File: src/rtl/lcd_pkg.sv
// Shared HD44780 command codes, FSM encodings and delay helpers.
// LCD_AUTOWRAP_EN adds the S_WRAP state used for automatic row wrap.
package lcd_pkg;

    localparam logic [7:0] CMD_CLEAR     = 8'h01;
    localparam logic [7:0] CMD_HOME      = 8'h02;
    localparam logic [7:0] CMD_ENTRY     = 8'h06;
    localparam logic [7:0] CMD_DISP_OFF  = 8'h08;
    localparam logic [7:0] CMD_DISP_ON   = 8'h0C;
    localparam logic [7:0] CMD_FSET_1L   = 8'h20;
    localparam logic [7:0] CMD_FSET_2L   = 8'h28;
    localparam logic [7:0] CMD_SET_DDRAM = 8'h80;

    typedef enum logic [2:0] {
        S_PWR_WAIT,
        S_INIT_NIB,
        S_INIT_CMD,
        S_IDLE,
        S_SEND
`ifdef LCD_AUTOWRAP_EN
        , S_WRAP
`endif
    } lcd_state_t;

    typedef enum logic [2:0] {
        P_IDLE,
        P_SETUP,
        P_HIGH,
        P_LOW,
        P_POST
    } tx_phase_t;

    function automatic longint unsigned ns_to_cyc(input longint unsigned freq,
                                                  input longint unsigned ns);
        return (freq * ns) / 64'd1_000_000_000;
    endfunction

    // A zero-length delay would stall the transmitter, so clamp to one cycle.
    function automatic int unsigned cyc_min1(input longint unsigned c);
        return (c == 64'd0) ? 32'd1 : 32'(c);
    endfunction

endpackage

File: src/rtl/lcd_nibble_tx.sv
// Serialises one byte (two nibbles) or a single init nibble onto the 4-bit
// HD44780 bus, then holds off for the requested post-delay.
module lcd_nibble_tx
    import lcd_pkg::*;
#(
    parameter int unsigned EN_CYC = 26
) (
    input  logic        clk,
    input  logic        rst,
    input  logic        go,
    input  logic        rs,
    input  logic [7:0]  data,
    input  logic        nibble_only,
    input  logic [31:0] post_cyc,
    output logic        lcd_rs,
    output logic        lcd_en,
    output logic [3:0]  lcd_d,
    output logic        done
);

    tx_phase_t   phase;
    logic [31:0] cnt;
    logic [31:0] post_r;
    logic [3:0]  lo_r;
    logic        second;
    logic        nib_only_r;

    // Asserted during the last post-delay cycle so the caller can react on
    // the same edge that retires the transfer.
    assign done = (phase == P_POST) && (cnt == post_r - 32'd1);

    always_ff @(posedge clk) begin
        if (rst) begin
            phase      <= P_IDLE;
            cnt        <= '0;
            post_r     <= '0;
            lo_r       <= '0;
            second     <= 1'b0;
            nib_only_r <= 1'b0;
            lcd_rs     <= 1'b0;
            lcd_en     <= 1'b0;
            lcd_d      <= '0;
        end else begin
            case (phase)
                P_IDLE: begin
                    if (go) begin
                        lcd_rs     <= rs;
                        lcd_d      <= data[7:4];
                        lo_r       <= data[3:0];
                        post_r     <= post_cyc;
                        nib_only_r <= nibble_only;
                        second     <= 1'b0;
                        phase      <= P_SETUP;
                    end
                end
                P_SETUP: begin
                    lcd_en <= 1'b1;
                    cnt    <= '0;
                    phase  <= P_HIGH;
                end
                P_HIGH: begin
                    if (cnt == EN_CYC - 32'd1) begin
                        lcd_en <= 1'b0;
                        cnt    <= '0;
                        phase  <= P_LOW;
                    end else begin
                        cnt <= cnt + 32'd1;
                    end
                end
                P_LOW: begin
                    if (cnt == EN_CYC - 32'd1) begin
                        cnt <= '0;
                        if (!second && !nib_only_r) begin
                            second <= 1'b1;
                            lcd_d  <= lo_r;
                            phase  <= P_SETUP;
                        end else begin
                            phase <= P_POST;
                        end
                    end else begin
                        cnt <= cnt + 32'd1;
                    end
                end
                P_POST: begin
                    if (cnt == post_r - 32'd1) begin
                        cnt   <= '0;
                        phase <= P_IDLE;
                    end else begin
                        cnt <= cnt + 32'd1;
                    end
                end
                default: phase <= P_IDLE;
            endcase
        end
    end

endmodule

File: src/rtl/lcd_hd44780_stream.sv
// HD44780 4-bit controller: power-on init, then streams host bytes with cursor
// tracking. Define LCD_AUTOWRAP_EN to re-address the next row when a row fills.
module lcd_hd44780_stream
    import lcd_pkg::*;
#(
    parameter int unsigned CLK_FREQ_HZ = 50_000_000,
    parameter int unsigned COLS        = 16,
    parameter int unsigned ROWS        = 2,
    parameter int unsigned EN_PULSE_NS = 500
) (
    input  logic       clk,
    input  logic       rst,
    input  logic       in_valid,
    output logic       in_ready,
    input  logic [7:0] in_data,
    input  logic       in_is_cmd,
    output logic       init_done,
    output logic [5:0] cursor_col,
    output logic       cursor_row,
    output logic       lcd_rs,
    output logic       lcd_en,
    output logic       lcd_rw,
    output logic [3:0] lcd_d
);

    localparam int unsigned EN_CYC = cyc_min1(ns_to_cyc(64'(CLK_FREQ_HZ), 64'(EN_PULSE_NS)) + 64'd1);
    localparam int unsigned D15M   = cyc_min1(ns_to_cyc(64'(CLK_FREQ_HZ), 64'd15_000_000));
    localparam int unsigned D4M1   = cyc_min1(ns_to_cyc(64'(CLK_FREQ_HZ), 64'd4_100_000));
    localparam int unsigned D100U  = cyc_min1(ns_to_cyc(64'(CLK_FREQ_HZ), 64'd100_000));
    localparam int unsigned D40U   = cyc_min1(ns_to_cyc(64'(CLK_FREQ_HZ), 64'd40_000));
    localparam int unsigned D1M6   = cyc_min1(ns_to_cyc(64'(CLK_FREQ_HZ), 64'd1_600_000));

    localparam logic [5:0] COL_LAST = 6'(COLS - 1);
    localparam logic [7:0] FSET     = (ROWS == 2) ? CMD_FSET_2L : CMD_FSET_1L;

    lcd_state_t  state;
    logic [31:0] wait_cnt;
    logic [2:0]  idx;
    logic        go;
    logic        tx_rs;
    logic        tx_nib;
    logic [7:0]  tx_data;
    logic [31:0] tx_post;
    logic        tx_done;
    logic [7:0]  cap_data;
    logic        cap_cmd;
`ifdef LCD_AUTOWRAP_EN
    logic        wrap_row;
`endif

    assign lcd_rw = 1'b0;

    function automatic logic [7:0] init_cmd(input logic [2:0] i);
        case (i)
            3'd0:    return FSET;
            3'd1:    return CMD_DISP_OFF;
            3'd2:    return CMD_CLEAR;
            3'd3:    return CMD_ENTRY;
            default: return CMD_DISP_ON;
        endcase
    endfunction

    function automatic logic [31:0] byte_post(input logic [7:0] b, input logic is_cmd);
        return (is_cmd && (b == 8'h01 || b == 8'h02 || b == 8'h03)) ? D1M6 : D40U;
    endfunction

    always_ff @(posedge clk) begin
        if (rst) begin
            state      <= S_PWR_WAIT;
            wait_cnt   <= '0;
            idx        <= '0;
            go         <= 1'b0;
            tx_rs      <= 1'b0;
            tx_nib     <= 1'b0;
            tx_data    <= '0;
            tx_post    <= '0;
            cap_data   <= '0;
            cap_cmd    <= 1'b0;
            in_ready   <= 1'b0;
            init_done  <= 1'b0;
            cursor_col <= '0;
            cursor_row <= 1'b0;
`ifdef LCD_AUTOWRAP_EN
            wrap_row   <= 1'b0;
`endif
        end else begin
            go <= 1'b0;
            case (state)
                S_PWR_WAIT: begin
                    if (wait_cnt == D15M - 32'd1) begin
                        state   <= S_INIT_NIB;
                        idx     <= '0;
                        go      <= 1'b1;
                        tx_rs   <= 1'b0;
                        tx_nib  <= 1'b1;
                        tx_data <= 8'h30;
                        tx_post <= D4M1;
                    end else begin
                        wait_cnt <= wait_cnt + 32'd1;
                    end
                end
                S_INIT_NIB: begin
                    if (tx_done) begin
                        go    <= 1'b1;
                        tx_rs <= 1'b0;
                        if (idx == 3'd3) begin
                            state   <= S_INIT_CMD;
                            idx     <= '0;
                            tx_nib  <= 1'b0;
                            tx_data <= init_cmd(3'd0);
                            tx_post <= D40U;
                        end else begin
                            idx     <= idx + 3'd1;
                            tx_nib  <= 1'b1;
                            tx_data <= (idx == 3'd2) ? 8'h20 : 8'h30;
                            tx_post <= (idx == 3'd2) ? D40U : D100U;
                        end
                    end
                end
                S_INIT_CMD: begin
                    if (tx_done) begin
                        if (idx == 3'd4) begin
                            init_done  <= 1'b1;
                            cursor_col <= '0;
                            cursor_row <= 1'b0;
                            in_ready   <= 1'b1;
                            state      <= S_IDLE;
                        end else begin
                            idx     <= idx + 3'd1;
                            go      <= 1'b1;
                            tx_rs   <= 1'b0;
                            tx_nib  <= 1'b0;
                            tx_data <= init_cmd(idx + 3'd1);
                            tx_post <= (idx == 3'd1) ? D1M6 : D40U;
                        end
                    end
                end
                S_IDLE: begin
                    if (in_valid && in_ready) begin
                        in_ready <= 1'b0;
                        cap_data <= in_data;
                        cap_cmd  <= in_is_cmd;
                        go       <= 1'b1;
                        tx_rs    <= ~in_is_cmd;
                        tx_nib   <= 1'b0;
                        tx_data  <= in_data;
                        tx_post  <= byte_post(in_data, in_is_cmd);
                        state    <= S_SEND;
                    end
                end
                S_SEND: begin
                    if (tx_done) begin
                        state    <= S_IDLE;
                        in_ready <= 1'b1;
                        if (!cap_cmd) begin
`ifdef LCD_AUTOWRAP_EN
                            cursor_col <= cursor_col + 6'd1;
                            if (cursor_col == COL_LAST) begin
                                // Row full: hold the host off and re-address DDRAM.
                                state    <= S_WRAP;
                                in_ready <= 1'b0;
                                go       <= 1'b1;
                                tx_rs    <= 1'b0;
                                tx_nib   <= 1'b0;
                                tx_post  <= D40U;
                                tx_data  <= (ROWS == 2 && !cursor_row) ?
                                            (CMD_SET_DDRAM | 8'h40) : CMD_SET_DDRAM;
                                wrap_row <= (ROWS == 2) && !cursor_row;
                            end
`else
                            if (cursor_col != COL_LAST)
                                cursor_col <= cursor_col + 6'd1;
`endif
                        end else if (cap_data == 8'h01 || cap_data == 8'h02 || cap_data == 8'h03) begin
                            cursor_col <= '0;
                            cursor_row <= 1'b0;
                        end else if (cap_data[7]) begin
                            cursor_row <= (ROWS == 2) ? cap_data[6] : 1'b0;
                            cursor_col <= (32'(cap_data[5:0]) < COLS) ? cap_data[5:0] : 6'd0;
                        end
                    end
                end
`ifdef LCD_AUTOWRAP_EN
                S_WRAP: begin
                    if (tx_done) begin
                        cursor_col <= '0;
                        cursor_row <= wrap_row;
                        in_ready   <= 1'b1;
                        state      <= S_IDLE;
                    end
                end
`endif
                default: state <= S_PWR_WAIT;
            endcase
        end
    end

    lcd_nibble_tx #(
        .EN_CYC(EN_CYC)
    ) u_tx (
        .clk         (clk),
        .rst         (rst),
        .go          (go),
        .rs          (tx_rs),
        .data        (tx_data),
        .nibble_only (tx_nib),
        .post_cyc    (tx_post),
        .lcd_rs      (lcd_rs),
        .lcd_en      (lcd_en),
        .lcd_d       (lcd_d),
        .done        (tx_done)
    );

endmodule

File: config.mk
export PLATFORM = sky130hd
export DESIGN_NAME = lcd_hd44780_stream
export DESIGN_NICKNAME = d
export VERILOG_FILES = /design/src/rtl/lcd_pkg.sv /design/src/rtl/lcd_nibble_tx.sv /design/src/rtl/lcd_hd44780_stream.sv
export SDC_FILE = /design/constraint.sdc
export NUM_CORES = 1
export LEC_CHECK = 0
export ABC_AREA = 1
export BUFFER_PORTS_ARGS = -buffer_cell sky130_fd_sc_hd__buf_2
export CORE_MARGIN = 8
export CORE_UTILIZATION = 57
export CTS_CLUSTER_SIZE = 28
export DETAILED_ROUTE_END_ITERATION = 7
export PLACE_DENSITY = 0.77
export SLEW_MARGIN = 20
export SYNTH_ARGS = -nofsm -noshare
export SYNTH_HDL_FRONTEND = slang
export SYNTH_SLANG_ARGS = --single-unit
File: constraint.sdc
create_clock -name clk -period 2.5 [get_ports clk]
set_input_delay 0.125 -clock clk [delete_from_list [all_inputs] [get_ports clk]]
set_output_delay 0.125 -clock clk [all_outputs]
set_load 0.01 [all_outputs]
# Word level (Yosys, flattened, before mapping)
# Index checks and enable logic that the tools add are counted.
[classes] n_addsub=5 magnitude_cmp=1 eq_ne=42 muxes=89 bitwise_logic=2 reduce_logical=34
[op_table] operator="32-bit 2-to-1 mux" n=7
[op_table] operator="32-bit one-hot mux with 4 select lines" n=1
[op_table] operator="32-bit one-hot mux with 3 select lines" n=1
[op_table] operator="32-bit by 1-bit adder with 32-bit output (second input constant)" n=2
[op_table] operator="3-bit 2-to-1 mux" n=17
[op_table] operator="6-bit 2-to-1 mux" n=8
[op_table] operator="8-bit 2-to-1 mux" n=5
[op_table] operator="17-bit 2-to-1 mux" n=2
[op_table] operator="32-bit by 20-bit equality test with 1-bit output (second input constant)" n=1
[op_table] operator="32-bit equality test" n=1
[op_table] operator="32-bit by 5-bit equality test with 1-bit output (second input constant)" n=1
[op_table] operator="8-bit by 2-bit equality test with 1-bit output (second input constant)" n=4
[op_table] operator="8-bit one-hot mux with 4 select lines" n=1
[op_table] operator="32-bit by 1-bit subtractor with 32-bit output (second input constant)" n=1
[op_table] operator="3-bit one-hot mux with 5 select lines" n=2
[op_table] operator="1-bit 2-to-1 mux" n=27
[op_table] operator="13-bit 2-to-1 mux" n=2
[op_table] operator="3-bit by 2-bit equality test with 1-bit output (second input constant)" n=8
[op_table] operator="6-bit one-hot mux with 4 select lines" n=1
[op_table] operator="2-bit inequality test (second input constant)" n=11
[op_table] operator="6-bit AND reduction" n=3
[op_table] operator="8-bit by 1-bit equality test with 1-bit output (second input constant)" n=2
[op_table] operator="3-bit by 1-bit equality test with 1-bit output (second input constant)" n=4
[op_table] operator="4-bit 2-to-1 mux" n=3
[op_table] operator="29 further kinds" n=58
[word_totals] regBits=178 input_bits=12 out_inout_bits=16 word_cells=196

# Logic depth before layout (Yosys ltp)
# Gate-level depths: netlist of run 1.
[logic_depth] ltp_word=7 depth_mapped=22 depth_no_buf=22

# By module
# A second synthesis of run 1 with hierarchy kept.
[hier_totals] hier_cells=1689 area_unflattened_um2=10334.9
[modules_own_cells] mod="lcd_nibble_tx" instances=1 cells_each=972 area_per_inst_um2=5866.9
[modules_own_cells] mod="lcd_hd44780_stream" instances=1 cells_each=717 area_per_inst_um2=4468.0

# Worst setup path after synthesis of run 1
# Ideal clock, no wire load.
[synth_timing] path_kind="register to register" startpoint="register u_tx.post_r[10]" endpoint="register tx_post[10]" setup_ns=0.116 t_arrival_ns=2.335 path_slack_ns=0.049 path_stages_with_launch=20 path_buffers=1 path_cell_list="dfxtp_1 -> inv_1 -> ha_1 -> ha_1 -> inv_1 -> nor2_1 -> nand2_1 -> nor2_2 -> nand3_1 -> nand2_1 -> nand2_1 -> nor2_1 -> nand3_2 -> nor2_4 -> o211ai_2 -> nand2_4 -> inv_2 -> buf_6 -> nor2_2 -> nor2_1"
[synth_between] elab_chain_cells=5 word_cells_on_any_way=6 classes_between="add/sub: 1; eq/ne: 3; reduce/logical: 2"
[synth_lines] element="start: declaration" line="lcd_nibble_tx.sv:23" rtl="logic [31:0] post_r;"
[synth_lines] element="start signal: assignment" line="lcd_nibble_tx.sv:50" rtl="post_r <= post_cyc;"
[synth_lines] element="32-bit by 1-bit subtractor with 32-bit output (*)" line="lcd_nibble_tx.sv:30" rtl="assign done = (phase == P_POST) && (cnt == post_r - 32'd1);"
[synth_lines] element="32-bit equality test (*)" line="lcd_nibble_tx.sv:30"
[synth_lines] element="1-bit logical AND (*)" line="lcd_nibble_tx.sv:30"
[synth_lines] element="2-bit inequality test (no source line)"
[synth_lines] element="6-bit AND reduction (no source line) (*)"
[synth_lines] element="end signal: assignment" line="lcd_hd44780_stream.sv:116" rtl="tx_post <= (idx == 3'd2) ? D40U : D100U;"
[synth_lines] element="end signal: assignment" line="lcd_hd44780_stream.sv:134" rtl="tx_post <= (idx == 3'd1) ? D1M6 : D40U;"
[synth_lines] element="end signal: assignment" line="lcd_hd44780_stream.sv:147" rtl="tx_post <= byte_post(in_data, in_is_cmd);"
[synth_lines] element="end: declaration" line="lcd_hd44780_stream.sv:43" rtl="logic [31:0] tx_post;"
# Every way passes the cells marked *; elsewhere a longest branch is shown, timed or not.
# A chain may end at the register's enable or synchronous reset.

# Worst setup path in the final report of run 1
[layout_timing] startpoint="register u_tx.post_r[10]" endpoint="register tx_data[1]"
[layout_between] elab_chain_cells=5 word_cells_on_any_way=6 classes_between="add/sub: 1; eq/ne: 3; reduce/logical: 2"
[layout_lines] element="32-bit by 1-bit subtractor with 32-bit output (*)" line="lcd_nibble_tx.sv:30"
[layout_lines] element="32-bit equality test (*)" line="lcd_nibble_tx.sv:30"
[layout_lines] element="1-bit logical AND (*)" line="lcd_nibble_tx.sv:30"
[layout_lines] element="2-bit inequality test (no source line)"
[layout_lines] element="6-bit AND reduction (no source line) (*)"
[layout_lines] element="end signal: assignment" line="lcd_hd44780_stream.sv:110" rtl="tx_data <= init_cmd(3'd0);"
[layout_lines] element="end signal: assignment" line="lcd_hd44780_stream.sv:115" rtl="tx_data <= (idx == 3'd2) ? 8'h20 : 8'h30;"
[layout_lines] element="end signal: assignment" line="lcd_hd44780_stream.sv:133" rtl="tx_data <= init_cmd(idx + 3'd1);"
[layout_lines] element="end: declaration" line="lcd_hd44780_stream.sv:42" rtl="logic [7:0] tx_data;"
# Marks and branches as above.

==> impl_metrics.tcl, run 1 <==
set metrics [dict create \
    syn_area_mm2 0.00768 \
    worstPathMaxFanout 7 \
    final_area_mm2 0.00897 \
    drt_iter0_markers 900 \
    die_h_um 132 \
    area_growth_pct 16.8 \
    synthCells 1189 \
    critPathRequiredTime_ns 2.86 \
    async_flop_share 0 \
    p_leak_nw 3.70 \
    drive_gt1_frac 0.141 \
    maxSlewHeadroom 0.590 \
    wl_met2_um 9370 \
    cts_max_path_buffers 2 \
    dr_wl_met3_um 1020 \
    slew_viol_final 0 \
    nNetsFinal 1261 \
    status "finished with violations" \
    criticalPathCategory "reg -> reg" \
    clk_pin_slew_ns 0.06 \
    num-fill-cells 1124 \
    cts-root-buf "clkbuf_16" \
    highest_layer "met4" \
    grt_max_degree 64 \
    worstSetupStartpointType "register" \
    cap_violations 0 \
    wl_um 19700 \
    p_per_area_mw_per_mm2 638 \
    register_area_mm2 0.00265 \
    firstDrtPassIters 5 \
    fin_util 0.680 \
    tritoncts "done" \
    antenna_found_initial 0 \
    cts.sinks 132 \
    gp_congestion 0.920 \
    grt-ovfl-total 0 \
    peakVddDrop_mv 0.483 \
    clk_latency_ns 0.42 \
    antenna_cells 0 \
    hold_violations 0 \
    fmax_mhz 399 \
    finalSetupViolations 7 \
    violations "negative setup slack" \
    seq_area_frac_synth 0.344 \
    reg2reg_slack_ns -0.008 \
    postRouteAntennaNets 0 \
    cts_htree_levels 4 \
    routed-via-count 7857 \
    grt_pass1_vias 7144 \
    yosysWarnings 0 \
    track_usage 0.223 \
    num_rows 42 \
    worst-slew-pin-transition_ns 0.609 \
    vias_per_cell 5.52 \
    period_minus_slack_ns 2.51 \
    core-area_mm2 0.0132 \
    finalCritPeriodShare 1.00 \
    finClkSkew_ns 0.00608 \
    hp-class "in -> reg" \
    cp.arrival_ns 2.87 \
    die-area_mm2 0.0174 \
    synth_edf_count 0 \
    ys.flop_type "dfxtp_1" \
    synth_nets 1216 \
    die_w_um 132 \
    place_hpwl_um 13700 \
    wl_met1_um 8890 \
    placed_cell_area_mm2 0.00811 \
    drc 0 \
    multi_input_area_mm2 0.00449 \
    dp_cells 1384 \
    timing.final.ws_setup_ns -0.00765 \
    synth-seq-cells 132 \
    numCtsBuffers 17 \
    cp-end-kind "register" \
    port_buffers 26 \
    routedWlPerCell_um 13.8 \
    fin_cells 1423 \
    floorplan.initialDensity 0.582 \
    boundaryPins 28 \
    ys_types 46 \
    grt_pass1_wl_um 32900 \
    fin_setup_tns_ns -0.0255 \
    syn_area_per_cell_um2 6.46 \
    rsz0062_at_grt "true" \
]
-- report_power, final --
group / internal, mW / switching (mW) / total (mW)
Sequential: 2.18 / 0.0725 / 2.25
Combinational: 0.313 / 0.668 / 0.981
Clock: 1.55 / 0.942 / 2.49
Total: 4.04 / 1.68 / 5.72
-- critical path, stage by stage, from the launching register on --
cell	delay, ns
dfxtp_2	0.32
inv_2	0.08
ha_4	0.14
buf_4	0.11
inv_2	0.04
nor2_4	0.11
nand2_4	0.08
nor2_4	0.19
xor2_1	0.16
nand2_1	0.08
nor2_2	0.10
nand3_2	0.12
nor2_4	0.23
o211ai_2	0.14
nand2_4	0.18
clkbuf_16	0.17
o21ai_0	0.06
nor2_1	0.10
-- synth_stat cells, types with 3 or more instances --
cell type	number	area, µm²
o221ai_1	3	26.3
nand3b_1	9	67.6
nand2_2	9	56.3
or2_2	4	25.0
nor2_4	6	67.6
ha_1	15	188
nand4_1	26	163
nand3_1	74	370
nor2_1	143	537
clkbuf_1	24	90.1
buf_2	5	25.0
nand3_2	3	30.0
nor2_2	17	106
nor3b_1	5	37.5
dfxtp_1	132	2640
a211oi_1	6	45.0
o21ai_0	68	340
xnor2_1	3	26.3
inv_2	7	26.3
a21oi_1	93	465
o211ai_1	4	30.0
nor3_1	36	180
o21a_1	4	30.0
a31oi_1	4	25.0
nand2_1	288	1080
nor4_1	13	81.3
xor2_1	17	149
o21ai_1	4	20.0
nor3_2	4	40.0
o2111ai_1	3	26.3
inv_1	140	526
-- flip-flops by register name, summed over array words and instances, names as in the netlist, 3 cells and up --
| register | count |
|---|---|
| tx_post | 9 |
| wait_cnt | 32 |
| state | 3 |
| u_tx.cnt | 32 |
| u_tx.lo_r | 4 |
| tx_data | 8 |
| cursor_col | 6 |
| u_tx.lcd_d | 4 |
| u_tx.post_r | 9 |
| cap_data | 8 |
| u_tx.phase | 3 |
| idx | 3 |
-- placed cells by master (no fill, tap or decap), drive strengths merged --
cell type | Yosys | layout
ha | 15 | 15
xnor2 | 3 | 3
a311oi | 1 | 1
a21oi | 94 | 94
o221ai | 3 | 3
dlygate4sd3 | 0 | 2
or2 | 4 | 4
o21ai | 72 | 72
a31oi | 4 | 4
inv | 147 | 147
xor2 | 17 | 17
buf | 11 | 58
o2bb2ai | 1 | 1
o211ai | 5 | 5
dfxtp | 132 | 132
nor3b | 5 | 5
o311ai | 1 | 1
nand3b | 9 | 9
conb | 1 | 1
nor3 | 40 | 40
nor2 | 166 | 166
o22ai | 1 | 1
nand3 | 77 | 77
nor4 | 13 | 13
clkinv | 1 | 4
a32o | 2 | 2
a211oi | 6 | 6
nand2 | 298 | 298
and3 | 2 | 2
clkbuf | 24 | 22
bufinv | 0 | 2
nand4 | 26 | 26
o21a | 4 | 4
o2111ai | 3 | 3
clkinvlp | 0 | 6
o31ai | 1 | 1
-- worst paths after layout --
| kind | startpoint | to | depth (start not counted) |
|---|---|---|---|
| worst max-delay path | u_tx.post_r[10] | tx_data[1] | 17 |
| worst max register to register | u_tx.post_r[10] | tx_data[1] | 17 |
| worst min register to register | u_tx.lo_r[1] | u_tx.lo_r[1] | 2 |
| worst min-delay path | in_data[3] | cap_data[3] | 3 |
-- cell type report --
type,instances,area share
multi-input cells,874,0.500
flip-flops and latches,132,0.295
inverters,148,0.0628
clock buffers,21,0.0524
repair buffers,61,0.0508
well taps,176,0.0246
clock inverters,11,0.0142
-- stage by stage --
stage / total power [mW] / setup WS (ns) / hold slack, ns
after global placement: 3.23 / 0.0144 / 0.408
after global routing: 5.97 / -0.181 / 0.0264
after floorplan: 2.98 / 0.0490 / 0.274
after CTS: 5.71 / 0.00359 / 0.00874
after detailed placement: 3.24 / -0.0500 / 0.415
final: 5.72 / -0.00765 / 0.0160
-- layer usage --
layer,global-route usage,vias up
met5,0,-
met4,0.0855,0
met3,0.0450,39
met2,0.367,254
met1,0.279,3586
li1,-,3978
-- cells by family after synthesis --
logic type      share of synthesized area
other cells                      0.000488
simple gates                        0.373
flops                               0.344
xor+xnor                           0.0228
fa+ha+maj                          0.0244
compound gates                      0.142
buf+inv                            0.0932
-- what timing repair did --
item / in CTS / in global routing
buffers inserted: 2 / 2
hold buffers: 2 / 0
cloned: 0 / 1
hold endpoints to repair: 3 / 0
pin swaps: 2 / 17
resized for setup: 6 / 55
endpoints found under the setup margin: 34 / 71
No activity file was read; power rests on OpenSTA's default activity.
==> run 2, diff against run 1 <==
--- a/config.mk
+++ b/config.mk
@@ -5,13 +5,13 @@
 export SDC_FILE = /design/constraint.sdc
 export NUM_CORES = 1
 export LEC_CHECK = 0
-export ABC_AREA = 1
 export BUFFER_PORTS_ARGS = -buffer_cell sky130_fd_sc_hd__buf_2
 export CORE_MARGIN = 8
-export CORE_UTILIZATION = 57
+export CORE_UTILIZATION = 56
 export CTS_CLUSTER_SIZE = 28
 export DETAILED_ROUTE_END_ITERATION = 7
-export PLACE_DENSITY = 0.77
+export PLACE_DENSITY = 0.76
+export SETUP_SLACK_MARGIN = 0.15
 export SLEW_MARGIN = 20
 export SYNTH_ARGS = -nofsm -noshare
 export SYNTH_HDL_FRONTEND = slang
==> impl_metrics.tcl, run 2 <==
set metrics [dict create \
    antenna_cells 0 \
    period_minus_slack_ns 2.82 \
    die_h_um 131 \
    clk_pin_slew_ns 0.05 \
    yosysMostFrequentCell "dfxtp_1" \
    critPathBufInv 1 \
    routedWlPerCell_um 20.4 \
    nNetsFinal 1106 \
    synth_top_cell_area_share 0.357 \
    wl_met1_um 10000 \
    reg_top3 "u_tx.cnt (32), wait_cnt (32)" \
    ys_types 79 \
    finalCritPeriodShare 1.13 \
    status "finished with violations" \
    syn_area_mm2 0.00740 \
    fmax_mhz 355 \
    grt_max_degree 57 \
    cts_max_path_buffers 2 \
    slowest_stage "or4_4" \
    final_cell_mix "buf_4 (124), dfxtp_1 (120), nand2_1 (114), nor2_1 (77), a21oi_1 (55)" \
    yosysWarnings 0 \
    highest_layer "met4" \
    core-area_mm2 0.0131 \
    numCtsBuffers 17 \
    worstPathMaxFanout 5 \
    antenna_found_initial 0 \
    violations "negative setup slack" \
    cts-root-buf "clkbuf_16" \
    async_flop_share 0 \
    synth_nets 957 \
    grt-ovfl-total 0 \
    wl_um 25800 \
    port_buffers 26 \
    cts.sinks 132 \
    cap_violations 0 \
    timing.final.ws_setup_ns -0.321 \
    syn_area_per_cell_um2 7.96 \
    grt_pass1_wl_um 35700 \
    synth_edf_count 0 \
    track_usage 0.262 \
    cp-end-kind "register" \
    seq_area_frac_synth 0.357 \
    finalSetupViolations 66 \
    tritoncts "done" \
    pre_cts_slack_ns -0.321 \
    synthTopCellsByCount "dfxtp_1 (132), nand2_1 (118), nor2_1 (78)" \
    wl_met2_um 12500 \
    path_cells "inv_4, ha_4, ha_4, or2_4, a32oi_2, a32oi_2, or4_4, or4_4, o21ai_4, mux2_4" \
    cp.arrival_ns 3.13 \
    p_per_area_mw_per_mm2 451 \
    firstDrtPassIters 6 \
    synth-seq-cells 132 \
    num_rows 42 \
    slew_viol_final 0 \
    peakVddDrop_mv 0.465 \
    hold_violations 0 \
    ys.flop_type "dfxtp_1" \
    final_common_cell "buf_4" \
    maxSlewHeadroom 0.438 \
    fin_setup_tns_ns -8.92 \
    criticalPathCategory "reg -> reg" \
    floorplan.initialDensity 0.566 \
    cts_htree_levels 4 \
    drive_gt1_frac 0.335 \
    drt_iter0_markers 943 \
    area_growth_pct 41.5 \
    p_leak_nw 3.75 \
    postRouteAntennaNets 0 \
    die_w_um 131 \
    dr_wl_met3_um 1940 \
    place_hpwl_um 14900 \
    worst-slew-pin-transition_ns 0.834 \
    boundaryPins 28 \
    slowest_delay_ns 0.48 \
    power_mw 4.73 \
    multi_input_area_mm2 0.00531 \
    die-area_mm2 0.0171 \
    yosys.area.top_type "dfxtp_1" \
    hp-class "in -> reg" \
    gp_congestion 0.959 \
    finClkSkew_ns 0.0109 \
    synthCells 930 \
    synth_area_leaders "dfxtp_1 (36%), nand2_1 (6.0%), a21oi_1 (4.7%)" \
    drc 0 \
    worstSetupStartpointType "register" \
    vias_per_cell 6.56 \
    rsz0062_at_grt "true" \
    num-fill-cells 794 \
    critPathRequiredTime_ns 2.81 \
    routed-via-count 8296 \
    clk_latency_ns 0.43 \
    register_area_mm2 0.00266 \
    grt_pass1_vias 7346 \
    critPathTopFamily "simple AND/OR/NAND/NOR gates" \
]
[run 2: cell types whose count changed in the layout (fill, tap and decap cells not counted), sizes merged, moves of 21 or more]
cell and change:
nand2 -178, buf +117, inv -116, nor2 -88, o21ai -42, nand3 -26, a21oi -25, xnor2 +24
a31oi +21
[run 2: where the power goes]
part / internal [mW] / total, mW / switching [mW]
registers: 2.11 / 2.11 / 0.00330
logic: 0.0367 / 0.111 / 0.0746
clock network: 1.58 / 2.50 / 0.923
total: 3.72 / 4.73 / 1.00
[run 2: cell type report]
| type | count | area share |
|---|---|---|
| clock inverters | 8 | 0.0124 |
| flip-flops and latches | 132 | 0.254 |
| repair buffers | 186 | 0.151 |
| clock buffers | 21 | 0.0430 |
| well taps | 176 | 0.0210 |
| multi-input cells | 711 | 0.507 |
| inverters | 31 | 0.0114 |
[run 2: cells by family after synthesis]
group	count (synthesis)	synth area share
simple gates	433	0.315
compound gates	205	0.185
flops	132	0.357
buf+inv	90	0.0497
xor+xnor	41	0.0485
fa+ha+maj	15	0.0254
mux	13	0.0188
other cells	1	0.000507
[run 2: repair_timing]
item                                    in CTS  in global routing
hold buffers                                 7                  0
endpoints found under the setup margin      71                 88
endpoints found under the hold margin        8                  0
gates cloned                                 3                  7
gates resized for setup                     34                132
pin swaps                                   10                 43
setup buffers                                8                 10
[run 2: layer usage]
| metal | up-vias | GRT usage |
|---|---|---|
| met5 | - | 0 |
| met4 | 0 | 0.125 |
| met3 | 160 | 0.0698 |
| met2 | 497 | 0.420 |
| met1 | 3917 | 0.320 |
| li1 | 3722 | - |
[run 2: tightest hold or removal path: cells and delay by family]
| kind | cells | cell delay (ns) |
|---|---|---|
| AO/OA/AOI/OAI | 1 | 0.07 |
| buffers and inverters | 1 | 0.12 |
| AND/OR/NAND/NOR | 1 | 0.14 |
[run 2: metrics by stage]
stage | area [µm²] | hold slack (ns) | utilization | std cells
final | 10500 | 0.0744 | 0.800 | 1265
after global routing | 10500 | 0.0505 | 0.800 | 1265
after CTS | 9520 | 0.0360 | 0.727 | 1248
after detailed placement | 8640 | 0.400 | 0.661 | 1201
after global placement | 8640 | 0.400 | 0.661 | 1201
after floorplan | 7620 | 0.224 | - | 930
[run 2: path summary, 6_finish.rpt]
| path | from | endpoint | slack (ns) | depth (start not counted) |
|---|---|---|---|---|
| worst max-delay path | u_tx.post_r[10] | idx[2] | -0.32 | 10 |
| worst min-delay path | in_data[7] | tx_data[7] | 0.07 | 3 |
| worst max register to register | u_tx.post_r[10] | idx[2] | -0.32 | 10 |
| worst min register to register | tx_data[1] | u_tx.lo_r[1] | 0.45 | 2 |
==> run 3, diff against run 2 <==
--- a/config.mk
+++ b/config.mk
@@ -6,11 +6,13 @@
 export NUM_CORES = 1
 export LEC_CHECK = 0
 export BUFFER_PORTS_ARGS = -buffer_cell sky130_fd_sc_hd__buf_2
+export CELL_PAD_IN_SITES_DETAIL_PLACEMENT = 0
+export CELL_PAD_IN_SITES_GLOBAL_PLACEMENT = 1
 export CORE_MARGIN = 8
-export CORE_UTILIZATION = 56
+export CORE_UTILIZATION = 42
 export CTS_CLUSTER_SIZE = 28
 export DETAILED_ROUTE_END_ITERATION = 7
-export PLACE_DENSITY = 0.76
+export PLACE_DENSITY_LB_ADDON = 0.1
 export SETUP_SLACK_MARGIN = 0.15
 export SLEW_MARGIN = 20
 export SYNTH_ARGS = -nofsm -noshare
==> impl_metrics.tcl, run 3 (same netlist as run 2, synthesis figures left out) <==
set metrics [dict create \
    cp-end-kind "register" \
    core-area_mm2 0.0172 \
    reg_top3 "u_tx.cnt (32), wait_cnt (32)" \
    wl_um 24000 \
    clk_latency_ns 0.43 \
    clk_pin_slew_ns 0.06 \
    final_cell_mix "buf_4 (135), dfxtp_1 (128), nand2_1 (115), nor2_1 (77), a21oi_1 (58)" \
    final_common_cell "buf_4" \
    worstSetupStartpointType "register" \
    grt-ovfl-total 0 \
    routedWlPerCell_um 18.0 \
    hold_violations 0 \
    vias_per_cell 5.82 \
    place_hpwl_um 16600 \
    status "finished with violations" \
    p_sw_mw 1.22 \
    cts.sinks 132 \
    placed_cell_area_mm2 0.00886 \
    pwr-share-seq 0.449 \
    routed-via-count 7760 \
    fin_cells 1334 \
    track_usage 0.214 \
    hp-class "in -> reg" \
    drc 0 \
    die_w_um 149 \
    p_clk_frac 0.528 \
    area_growth_pct 42.3 \
    violations "negative setup slack" \
    grt_pass1_wl_um 38200 \
    combPwrFrac 0.023 \
    p_int_mw 3.47 \
    period_minus_slack_ns 2.78 \
    cts_max_path_buffers 2 \
    peakVddDrop_mv 0.467 \
    timing.final.ws_setup_ns -0.277 \
    num_rows 48 \
    cts-root-buf "clkbuf_16" \
    maxSlewHeadroom 0.518 \
    grt_pass1_vias 7579 \
    power_mw 4.69 \
    num-fill-cells 1501 \
    critPathRequiredTime_ns 2.82 \
    dp_cells 1267 \
    nNetsFinal 1123 \
    swShare 0.260 \
    rsz0062_at_grt "true" \
    drive_gt1_frac 0.317 \
    boundaryPins 28 \
    finalCritPeriodShare 1.11 \
    cp.arrival_ns 3.09 \
    criticalPathCategory "reg -> reg" \
    finClkSkew_ns 0.0142 \
    worst-slew-pin-transition_ns 0.720 \
    final_area_mm2 0.0105 \
    cts_htree_levels 4 \
    p_leak_nw 3.79 \
    antenna_found_initial 0 \
    antenna_cells 0 \
    die-area_mm2 0.0221 \
    worstPathMaxFanout 5 \
    numCtsBuffers 17 \
    fmax_mhz 360 \
    slew_viol_final 0 \
    drt_iter0_markers 388 \
    die_h_um 149 \
    firstDrtPassIters 5 \
    p_per_area_mw_per_mm2 446 \
    floorplan.initialDensity 0.429 \
    tritoncts "done" \
    finalSetupViolations 67 \
    cap_violations 0 \
    postRouteAntennaNets 0 \
    port_buffers 26 \
    gp_congestion 0.870 \
    grt_max_degree 37 \
    whs_ns 0.0586 \
]
==> run 3: cell types whose count changed in the layout (fill, tap and decap cells not counted), moves of 4 or more <==
cell	change
buf_4	+11
inv_8	+5
o31ai_2	-5
nor4_1	+4
dfxtp_2	-10
inv_6	+4
o311ai_2	-4
clkbuf_16	-4
dfxtp_1	+8
buf_6	+5
==> run 3: through the flow <==
stage | worst slack (ns) | util | TNS (ns)
2_1_floorplan | -0.324 | - | -6.93
3_3_place_gp | -0.283 | 0.514 | -8.21
3_5_place_dp | -0.292 | 0.514 | -10.09
4_1_cts | -0.240 | 0.589 | -7.51
5_1_grt | -0.415 | 0.611 | -17.26
6_report | -0.277 | 0.611 | -9.65
==> run 3: final cells by class <==
cell class / count / area (µm²) / share of cell area
Sequential cell: 132 / 2650 / 0.252
Clock buffer: 17 / 425 / 0.0404
Clock inverter: 15 / 155 / 0.0147
Timing Repair Buffer: 204 / 1740 / 0.165
Inverter: 31 / 119 / 0.0113
Tap cell: 225 / 282 / 0.0267
Multi-Input combinational cell: 710 / 5150 / 0.489
==> run 3: worst max-delay path: stages, from the launching register on <==
cell	delay, ns
dfxtp_4	0.36
inv_4	0.04
ha_4	0.16
ha_4	0.17
nand4b_1	0.11
mux2_4	0.33
or4_4	0.57
or4_4	0.45
o21ai_4	0.17
mux2_4	0.31
==> run 3: power groups by stage <==
stage	Sequential, mW	Combinational, mW	Clock (mW)
final	2.11	0.106	2.48
after global routing	2.11	0.114	2.62
after CTS	2.11	0.100	2.52
after detailed placement	2.16	0.0905	0
after global placement	2.16	0.0878	0
after floorplan	2.16	0.0488	0
==> run 3: final timing paths <==
| path | startpoint | to | slack (ns) | cells after the start |
|---|---|---|---|---|
| max | u_tx.post_r[10] | idx[2] | -0.28 | 9 |
| min | in_data[7] | tx_data[7] | 0.06 | 3 |
| max reg2reg | u_tx.post_r[10] | idx[2] | -0.28 | 9 |
| min reg2reg | tx_data[1] | u_tx.lo_r[1] | 0.45 | 2 |
==> run 3: timing repair <==
action,CTS,global route
gates cloned,6,0
pin swaps,26,24
hold buffers,7,0
endpoints found under the hold margin,8,0
setup endpoints to repair,75,89
buffers inserted,15,7
resized for setup,76,55
==> run 3: layer usage <==
| metal | GRT usage | up-vias | part of all wire |
|---|---|---|---|
| met2 | 0.360 | 168 | 0.49 |
| met1 | 0.265 | 3781 | 0.45 |
| met5 | 0 | - | 0 |
| met3 | 0.0334 | 47 | 0.033 |
| met4 | 0.0954 | 0 | 0.024 |
| li1 | - | 3764 | - |
